**config.mk**
```make
export PLATFORM = sky130hd
export DESIGN_NAME = spr_dma
export DESIGN_NICKNAME = d
export VERILOG_FILES = /design/src/rtl/spr_dma.sv
export SDC_FILE = /design/constraint.sdc
export NUM_CORES = 1
export LEC_CHECK = 0
export BUFFER_PORTS_ARGS = -buffer_cell sky130_fd_sc_hd__buf_2
export CORE_MARGIN = 2
export CORE_UTILIZATION = 40
export CTS_CLUSTER_SIZE = 40
export DETAILED_ROUTE_END_ITERATION = 10
export HOLD_SLACK_MARGIN = 0.1
export PLACE_DENSITY = 0.7
export SETUP_SLACK_MARGIN = 0.5
export SLEW_MARGIN = 25
export SYNTH_ARGS = -nofsm -noshare
export SYNTH_HDL_FRONTEND = slang
export SYNTH_SLANG_ARGS = --single-unit
```
**constraint.sdc**
```tcl
create_clock -name clk_in -period 2.4 [get_ports clk_in]
set_input_delay 0 -clock clk_in [delete_from_list [all_inputs] [get_ports clk_in]]
set_output_delay 0 -clock clk_in [all_outputs]
set_load 0.02 [all_outputs]
```
**src/rtl/spr_dma.sv**
```systemverilog
// Sprite DMA initiator: snoops CPU writes to TRIGGER_ADDR, halts the CPU
// and copies a 256-byte page into OAM via repeated writes to TARGET_ADDR.
// Ports: clk_in, rst_in (sync, active-high); cpumc_a_in/cpumc_din_in/
// cpu_r_nw_in snoop the CPU bus; cpumc_dout_in is memory read data;
// cpu_rdy_out halts the CPU; active_out qualifies a_out/d_out/r_nw_out.
// Option: define SPR_DMA_ALIGN_EN for the parity-aligned start cycle.
module spr_dma #(
    parameter logic [15:0] TRIGGER_ADDR = 16'h4014,
    parameter logic [15:0] TARGET_ADDR  = 16'h2004
) (
    input  logic        clk_in,
    input  logic        rst_in,
    input  logic [15:0] cpumc_a_in,
    input  logic [7:0]  cpumc_din_in,
    input  logic [7:0]  cpumc_dout_in,
    input  logic        cpu_r_nw_in,
    output logic        cpu_rdy_out,
    output logic        active_out,
    output logic [15:0] a_out,
    output logic [7:0]  d_out,
    output logic        r_nw_out
);

`ifdef SPR_DMA_ALIGN_EN
    typedef enum logic [2:0] {
        S_IDLE, S_WAIT, S_ALIGN, S_READ, S_WRITE
    } state_t;
    logic q_par;
`else
    typedef enum logic [1:0] {
        S_IDLE, S_WAIT, S_READ, S_WRITE
    } state_t;
`endif

    state_t     q_state, d_state;
    logic [7:0] q_page, d_page;
    logic [7:0] q_idx,  d_idx;
    logic [7:0] q_data, d_data;

    always_ff @(posedge clk_in) begin
        if (rst_in) begin
            q_state <= S_IDLE;
            q_page  <= 8'h00;
            q_idx   <= 8'h00;
            q_data  <= 8'h00;
        end else begin
            q_state <= d_state;
            q_page  <= d_page;
            q_idx   <= d_idx;
            q_data  <= d_data;
        end
    end

`ifdef SPR_DMA_ALIGN_EN
    // Free-running cycle parity; an odd start costs one extra cycle.
    always_ff @(posedge clk_in) begin
        if (rst_in) q_par <= 1'b0;
        else        q_par <= ~q_par;
    end
`endif

    always_comb begin
        d_state = q_state;
        d_page  = q_page;
        d_idx   = q_idx;
        d_data  = q_data;
        unique case (q_state)
            S_IDLE: begin
                if (cpumc_a_in == TRIGGER_ADDR && !cpu_r_nw_in) begin
                    d_page  = cpumc_din_in;
                    d_idx   = 8'h00;
                    d_state = S_WAIT;
                end
            end
            S_WAIT: begin
                // Let an in-flight CPU write cycle finish first.
                if (cpu_r_nw_in) begin
`ifdef SPR_DMA_ALIGN_EN
                    d_state = q_par ? S_ALIGN : S_READ;
`else
                    d_state = S_READ;
`endif
                end
            end
`ifdef SPR_DMA_ALIGN_EN
            S_ALIGN: d_state = S_READ;
`endif
            S_READ: begin
                d_data  = cpumc_dout_in;
                d_state = S_WRITE;
            end
            S_WRITE: begin
                // 8-bit wrap: index never carries into the page.
                d_idx   = q_idx + 8'h01;
                d_state = (q_idx == 8'hFF) ? S_IDLE : S_READ;
            end
            default: d_state = S_IDLE;
        endcase
    end

    always_comb begin
        cpu_rdy_out = 1'b0;
        active_out  = 1'b0;
        a_out       = 16'h0000;
        d_out       = 8'h00;
        r_nw_out    = 1'b1;
        unique case (q_state)
            S_IDLE: cpu_rdy_out = 1'b1;
            S_READ: begin
                active_out = 1'b1;
                a_out      = {q_page, q_idx};
            end
            S_WRITE: begin
                active_out = 1'b1;
                a_out      = TARGET_ADDR;
                d_out      = q_data;
                r_nw_out   = 1'b0;
            end
            default: ;
        endcase
    end

endmodule

```
==> metrics.txt, run 1 <==
DRT iter0 DRCs 58; top-count cell post-synth dfxtp_1; Worst Tran Pin Value 0.480 ns; total wire length 3550 µm; fmax 0.565 GHz; Layout Utilization 59.9%; Required @ worst endpoint 2.60 ns; Worst Setup End Kind flip-flop; Reg2Reg Depth 6; Port Buffers 61; setup TNS 0 ns; worst vdd ir 0.255 mV; CTS clk-pin slew, worst paths 0.14 ns; DR DRC count 0; Hold Crit Start rst_in; largest net degree at the start of global routing 28; CP max stage cell o21ai_1; RSZ-0062 raised after global routing true; CTS max path bufs 2; worst r2r src q_state[1]; Synth cell types 31; Avg Vias per Cell 5.01; R2R Path End q_idx[6]; CTS Buf Count 3; first drt pass iteration count 4; Arr. time, crit path 1.97 ns; CTS tree yes; dpl cells 269; share of cells above drive strength 1 30.6%; top cells by count, synth dfxtp_1, nand2_1, a21oi_1, and2_1; Final Skew 0.00634 ns; post-synthesis sequential area ratio 39.4%; synthesized flop and latch total 26; CP max stage delay 0.36 ns; Slew Limit Fails 0; worst hold path depth 2; Initial Util 42.5%; Tcrit/Tclk final 73.8%; R2R Setup Slk 0.63 ns; Non-Filler Instances 289; crit-path most repeated cell buf_4; Vias 1448; synthesized instance count 174; placer congestion estimate 0.793; cell leakage power 0.798 nW; Inserted Diodes 0; min Tclk post-route 1.77 ns; Slew headroom 68.0%; total power per unit cell area 364 nW/µm²; area of the core 3100 µm²; top-area cell type share of the netlist area 39.4%; Syn Area/Cell 7.59 µm²; DP HPWL 2430 µm; final non-filler cell area 1860 µm²; Total GRT Usage 20.2%; vias in the first global route 1363; Clock Latency Late Sink 0.32 ns; Area after DPL 1660 µm²; number of flops mapped to enable cells by yosys 0; Cell Rows 20; Area Growth Syn to Fin 40.8%; max-cap violation count 0; clock sinks 26; endpoints failing setup 0; die height 61.4 µm; global-route wire length before repair 5710 µm; Mapped Nets 210; outcome finished, final reports clean; top_reg_cell synth dfxtp_1; die area 3780 µm²; Crit Path Category flip-flop to flip-flop; Post-synth ARST share 0%; initial antenna violation count 0; Detail Route Antenna Nets 0; H-tree levels 1; Wirelength per Cell 12.3 µm; Ys Warns 0; top cells by area, synth dfxtp_1, and2_1, a21oi_1, nand2_1, nand4_1; Die X 61.4 µm; post-synth top area cell dfxtp_1; final hold violation count 0; grt ovf 0; Post-Syn Area 1320 µm²; clock root cell clkbuf_4; Hold WC Path Type input port to flip-flop; fin nets 283; Critical Path Fanout Max 15; Post-CTS Setup Repair Bufs 0; CP Cell Sequence buf_4 -> inv_1 -> nand3_1 -> buf_4 -> o21ai_1 -> a311oi_1; CP startpoint kind flip-flop; Hold Path End q_data[0]; # IOs 62
[layout by cell type, fill, tap and decap left out, drive strengths merged, types with 4 or more instances in the layout]
master	synthesis	final
and3	8	8
nand3	4	4
nor2	13	13
and2	17	17
nand2	22	22
a21oi	21	21
buf	4	67
nand4	9	9
dfxtp	26	26
a311oi	4	4
dlygate4sd3	0	17
o21ai	13	13
[cells by family after synthesis]
family          count (synthesis)  share of synthesized area [%]
buf+inv                        18                           5.88
flops                          26                           39.4
xor+xnor                        1                          0.664
compound gates                 43                           18.2
fa+ha+maj                       1                          0.948
simple gates                   85                           34.9
[how the worst max path moves through the flow]
stage	start	slack (ns)	cells after the start	to
6_report	q_state[1]	0.63	6	q_idx[6]
5_1_grt	q_state[1]	0.49	6	q_idx[6]
4_1_cts	q_state[1]	0.55	6	a_out[10]
3_5_place_dp	q_state[1]	0.70	6	q_idx[6]
3_3_place_gp	q_state[1]	0.74	6	q_idx[4]
2_1_floorplan	q_state[0]	1.14	4	q_idx[3]
[state kept, by name, summed over array words and instances, names as in the netlist]
| signal | flops |
|---|---|
| q_idx | 8 |
| q_data | 8 |
| q_state | 2 |
| q_page | 8 |
[worst max-delay path: cells and delay by family, from the launching register on]
| kind | cells | cell delay (ns) |
|---|---|---|
| AOI/OAI and AO/OA | 2 | 0.52 |
| and+or+nand+nor | 1 | 0.11 |
| buffers and inverters | 3 | 0.69 |
| DFF | 1 | 0.33 |
[per-layer routing]
metal  GRT usage, %  vias to the layer above  wire length (µm)
met1           23.1                      654              1540
met4           3.34                        0                19
met5              0                        -                 0
li1               -                      752                 -
met2           38.6                       40              1800
met3           4.62                        2               191
[final cells by class]
class | count | area [µm²]
fill | 302 | 1240
multi-input combinational | 130 | 729
sequential | 26 | 520
timing repair buffer | 84 | 520
tap | 44 | 55.1
clock buffer | 3 | 22.5
inverter | 2 | 10.0
[metrics by stage]
step	hold WS, ns	power, mW	setup slack [ns]
3_5_place_dp	0.249	0.480	0.703
3_3_place_gp	0.246	0.480	0.737
5_1_grt	0.151	0.703	0.487
6_report	0.129	0.677	0.630
4_1_cts	0.121	0.683	0.552
2_1_floorplan	0.136	0.451	1.14
[power breakdown]
group | total [mW] | internal (mW) | leakage [nW] | switching, mW
clock | 0.185 | 0.0588 | 0.0138 | 0.126
combinational | 0.0604 | 0.0400 | 0.575 | 0.0205
sequential | 0.432 | 0.432 | 0.209 | 0.000000921
total | 0.677 | 0.530 | 0.798 | 0.146
[repair_timing]
action / in CTS / in global routing
hold buffers: 17 / 0
endpoints found under the setup margin: 9 / 9
hold endpoints to repair: 18 / 0
gates resized for setup: 1 / 1
(Power assumes the default switching activity.)
==> run 2, diff against run 1 <==
PLACE_DENSITY = 0.73   (was 0.7)
clock period = 1.55 ns   (was 2.4 ns; I/O delays follow)
==> run 2 against run 1 <==
Against the previous run: sequential power up 54%; utilization up 13 points; sequential share of layout area down 4.6 points; routed wire length up 28%; via count up 12%; clock-buffer cell count unchanged; global-route usage up 2.4 points; register-to-register slack worse by 0.50 ns.
==> metrics.txt, run 2 (synthesis gave the netlist of run 1 again) <==
outcome finished, final reports clean; min Tclk post-route 1.45 ns; endpoints failing setup 0; Sw Ratio 23.0%; Logic pwr share 9.6%; H-tree levels 1; setup TNS 0 ns; fmax 0.688 GHz; Pint 0.822 mW; final non-filler cell area 2250 µm²; Initial Util 42.5%; CP max stage delay 0.41 ns; Flop pwr share 62.5%; global-route wire length before repair 6470 µm; largest net degree at the start of global routing 28; CTS Buf Count 3; DRT iter0 DRCs 76; clock sinks 26; first drt pass iteration count 4; Slew headroom 65.1%; Worst Tran Pin Value 0.524 ns; Arr. time, crit path 1.45 ns; Avg Vias per Cell 5.36; WHS 0.137 ns; DP HPWL 2500 µm; commonest non-fill, non-tap cell in the layout buf_2; vias in the first global route 1454; total wire length 4550 µm; cell leakage power 0.928 nW; # fillers 246; Port Buffers 61; Inserted Diodes 0; commonest cells after routing, fill and taps aside buf_2, buf_6, dfxtp_1, nand2_1, a21oi_1; Area Growth Syn to Fin 70.6%; Die X 61.4 µm; area of the core 3100 µm²; max-cap violation count 0; Hold WC Path Type input port to flip-flop; Slew Limit Fails 0; total power per unit cell area 474 nW/µm²; fin nets 297; final hold violation count 0; worst slack, placed 0.190 ns; biggest regs q_data (8), q_idx (8), q_page (8); initial antenna violation count 0; clock root cell clkbuf_4; CP startpoint kind flip-flop; switching power total 0.245 mW; Total GRT Usage 22.6%; register area 528 µm²; placer congestion estimate 0.781; Final Skew 0.0115 ns; Detail Route Antenna Nets 0; CP max stage cell dfxtp_4; CTS clk-pin slew, worst paths 0.15 ns; Layout Utilization 72.6%; Area after DPL 1690 µm²; Required @ worst endpoint 1.55 ns; crit-path most repeated cell buf_6; DR DRC count 0; Clock Latency Late Sink 0.33 ns; Crit Path Category flip-flop to output port; die area 3780 µm²; Vias 1623; share of cells above drive strength 1 48.3%; RSZ-0062 raised after global routing true; Tcrit/Tclk final 93.7%; CP Cell Sequence inv_2 -> buf_6 -> nor2_4 -> buf_6 -> and2_4 -> buf_6; Multi-input gate area 850 µm²; worst vdd ir 0.537 mV; # IOs 62; Cell Rows 20; Worst Setup End Kind output port; CTS max path bufs 2; final setup margin 0.0970 ns; Wirelength per Cell 15.0 µm; Clock Power Share 27.9%; grt ovf 0; die height 61.4 µm; Critical Path Fanout Max 5; CTS tree yes
==> run 2: cell types whose count changed in the layout (fill, tap and decap cells not counted), sizes merged <==
cell,change
buf,+13
and4b,+1
==> run 2: per-stage QoR <==
step / cells / power [mW]
CTS: 299 / 1.06
finish: 303 / 1.07
global placement: 271 / 0.746
global route: 303 / 1.10
detailed placement: 271 / 0.745
floorplan: 174 / 0.698
==> run 2: critical path, delay by kind of cell (launching register included) <==
family / cells / cell delay [ns]
buffers and inverters: 4 / 0.43
AND/OR/NAND/NOR: 2 / 0.28
flip-flops: 1 / 0.41
==> run 2: metal layers <==
metal / wire length [µm] / vias up / track usage, % / part of all wire [%]
met1: 1780 / 761 / 28.4 / 39
met4: 82 / 0 / 3.04 / 1.8
met5: 0 / - / 0 / 0
met3: 312 / 11 / 6.72 / 6.9
li1: - / 789 / - / -
met2: 2380 / 62 / 39.5 / 52
==> run 2: worst paths after layout <==
kind	startpoint	to	slack, ns	cells after the start
max reg2reg	q_state[0]	q_page[2]	0.13	5
max	q_state[1]	a_out[10]	0.1	6
min reg2reg	q_data[2]	q_data[2]	0.46	2
min	rst_in	q_data[2]	0.14	2
==> run 2: cell type report <==
class,count,area share (%)
multi-input cells,131,37.7
repair buffers,97,34.9
flip-flops and latches,26,23.4
well taps,44,2.44
clock buffers,3,1.00
inverters,2,0.444
==> run 2: power groups by stage <==
stage               logic, mW  registers, mW  clock network, mW
floorplan              0.0155          0.683                  0
global placement       0.0628          0.683                  0
detailed placement     0.0618          0.683                  0
CTS                    0.0950          0.668              0.295
global route            0.109          0.667              0.325
finish                  0.102          0.667              0.298
==> run 2: repair_timing <==
action	in CTS	in global routing
endpoints found under the hold margin	18	0
gates resized for setup	75	20
buffers inserted	6	2
pin swaps	25	13
cloned	2	2
hold buffers	17	0
endpoints found under the setup margin	52	53
==> run 3, diff against run 2 <==
BUFFER_PORTS_ARGS = not set   (was -buffer_cell sky130_fd_sc_hd__buf_2)
CORE_MARGIN = 1   (was 2)
DONT_BUFFER_PORTS = 1   (was not set)
PLACE_DENSITY = not set   (was 0.73)
RECOVER_POWER = 50   (was not set)
==> run 3 against run 2 <==
Against the previous run: flip-flop and latch count stayed put; non-clock buffer count is 58 lower; routed wire length is 6.7% lower; largest cell class unchanged; utilization is 9.8 points lower; critical path depth is 1 lower; global-route usage is 2.5 points lower; setup slack better by 0.051 ns; clock-buffer cell count stayed put; cell count is 19% lower; via count is 14% lower.
==> metrics.txt, run 3 (synthesis gave the netlist of run 1 again) <==
outcome finished, final reports clean; CTS Buf Count 3; dpl cells 211; CP max stage cell dfxtp_1; fmax 0.713 GHz; Non-Filler Instances 245; Critical Path Fanout Max 6; grt ovf 0; # IOs 62; WHS 0.113 ns; Area after DPL 1390 µm²; final setup margin 0.148 ns; Inserted Diodes 0; setup TNS 0 ns; CP max stage delay 0.39 ns; total power per unit cell area 531 nW/µm²; Total GRT Usage 20.1%; Clock Latency Late Sink 0.33 ns; Area Growth Syn to Fin 47.5%; biggest regs q_data (8), q_idx (8), q_page (8); fin nets 239; commonest cells after routing, fill and taps aside dfxtp_1, dlygate4sd3_1, a21oi_1, and2_4, nand2_1; placer congestion estimate 0.734; endpoints failing setup 0; Avg Vias per Cell 5.71; Cell Rows 20; RSZ-0062 raised after global routing true; CP startpoint kind flip-flop; Layout Utilization 62.7%; cell leakage power 0.694 nW; # fillers 281; clock root cell clkbuf_4; worst vdd ir 0.428 mV; die area 3530 µm²; Final Skew 0.00153 ns; CTS clk-pin slew, worst paths 0.14 ns; Worst Tran Pin Value 0.469 ns; total wire length 4250 µm; Detail Route Antenna Nets 0; Port Buffers 0; Initial Util 42.5%; Crit Path Category flip-flop to output port; min Tclk post-route 1.40 ns; commonest non-fill, non-tap cell in the layout dfxtp_1; largest net degree at the start of global routing 28; final non-filler cell area 1950 µm²; DRT iter0 DRCs 69; DP HPWL 2270 µm; worst slack, placed 0.0558 ns; Slew headroom 68.5%; max-cap violation count 0; clock sinks 26; CTS max path bufs 2; area of the core 3100 µm²; initial antenna violation count 0; crit-path most repeated cell buf_6; Die X 59.4 µm; Wirelength per Cell 17.3 µm; Hold WC Path Type input port to flip-flop; vias in the first global route 1184; CTS tree yes; first drt pass iteration count 4; die height 59.4 µm; H-tree levels 1; CP Cell Sequence buf_6 -> buf_8 -> buf_6 -> buf_6 -> and3_1; Required @ worst endpoint 1.55 ns; Arr. time, crit path 1.40 ns; Pwr Total 1.03 mW; buffers and inverters on the worst path 4; DR DRC count 0; Worst Setup End Kind output port; CP delay by family, top buffers and inverters; Slew Limit Fails 0; Tcrit/Tclk final 90.4%; Vias 1398; global-route wire length before repair 5390 µm; share of cells above drive strength 1 37.8%; final hold violation count 0
[run 3: path summary, 6_finish.rpt]
kind	start	to	slack (ns)	depth (start not counted)
max	q_state[0]	d_out[5]	0.15	5
min	cpumc_a_in[14]	q_page[2]	0.11	4
max reg2reg	q_state[0]	q_data[0]	0.16	6
min reg2reg	q_data[3]	q_data[3]	0.48	2
[run 3: power by group]
| group | switching [mW] | internal, mW | total (mW) |
|---|---|---|---|
| sequential | 0.00000245 | 0.668 | 0.668 |
| combinational | 0.0276 | 0.0403 | 0.0680 |
| clock | 0.207 | 0.0914 | 0.298 |
[run 3: timing repair]
action	in CTS	in global routing
gates cloned	2	1
pin swaps	26	21
endpoints found under the hold margin	26	26
setup endpoints to repair	52	52
buffers inserted	8	1
gates resized for setup	68	38
[run 3: worst min-delay path: cells and delay by family]
kind	cells	cell delay [ns]
AOI/OAI and AO/OA	2	0.19
buffers and inverters	1	0.13
and+or+nand+nor	1	0.10
[run 3: final cells by class]
cell class / instances / area, µm² / share of cell area [%]
flip-flops and latches: 26 / 524 / 26.9
well taps: 44 / 55.1 / 2.83
inverters: 2 / 12.5 / 0.643
clock buffers: 3 / 22.5 / 1.16
repair inverters: 1 / 7.51 / 0.386
multi-input cells: 130 / 908 / 46.7
repair buffers: 39 / 417 / 21.4
[run 3: metal layers]
metal	global-route usage [%]	part of all wire, %
met1	26.9	41
met2	32.6	51
met3	3.06	5.7
met4	7.48	2.5
met5	0	0
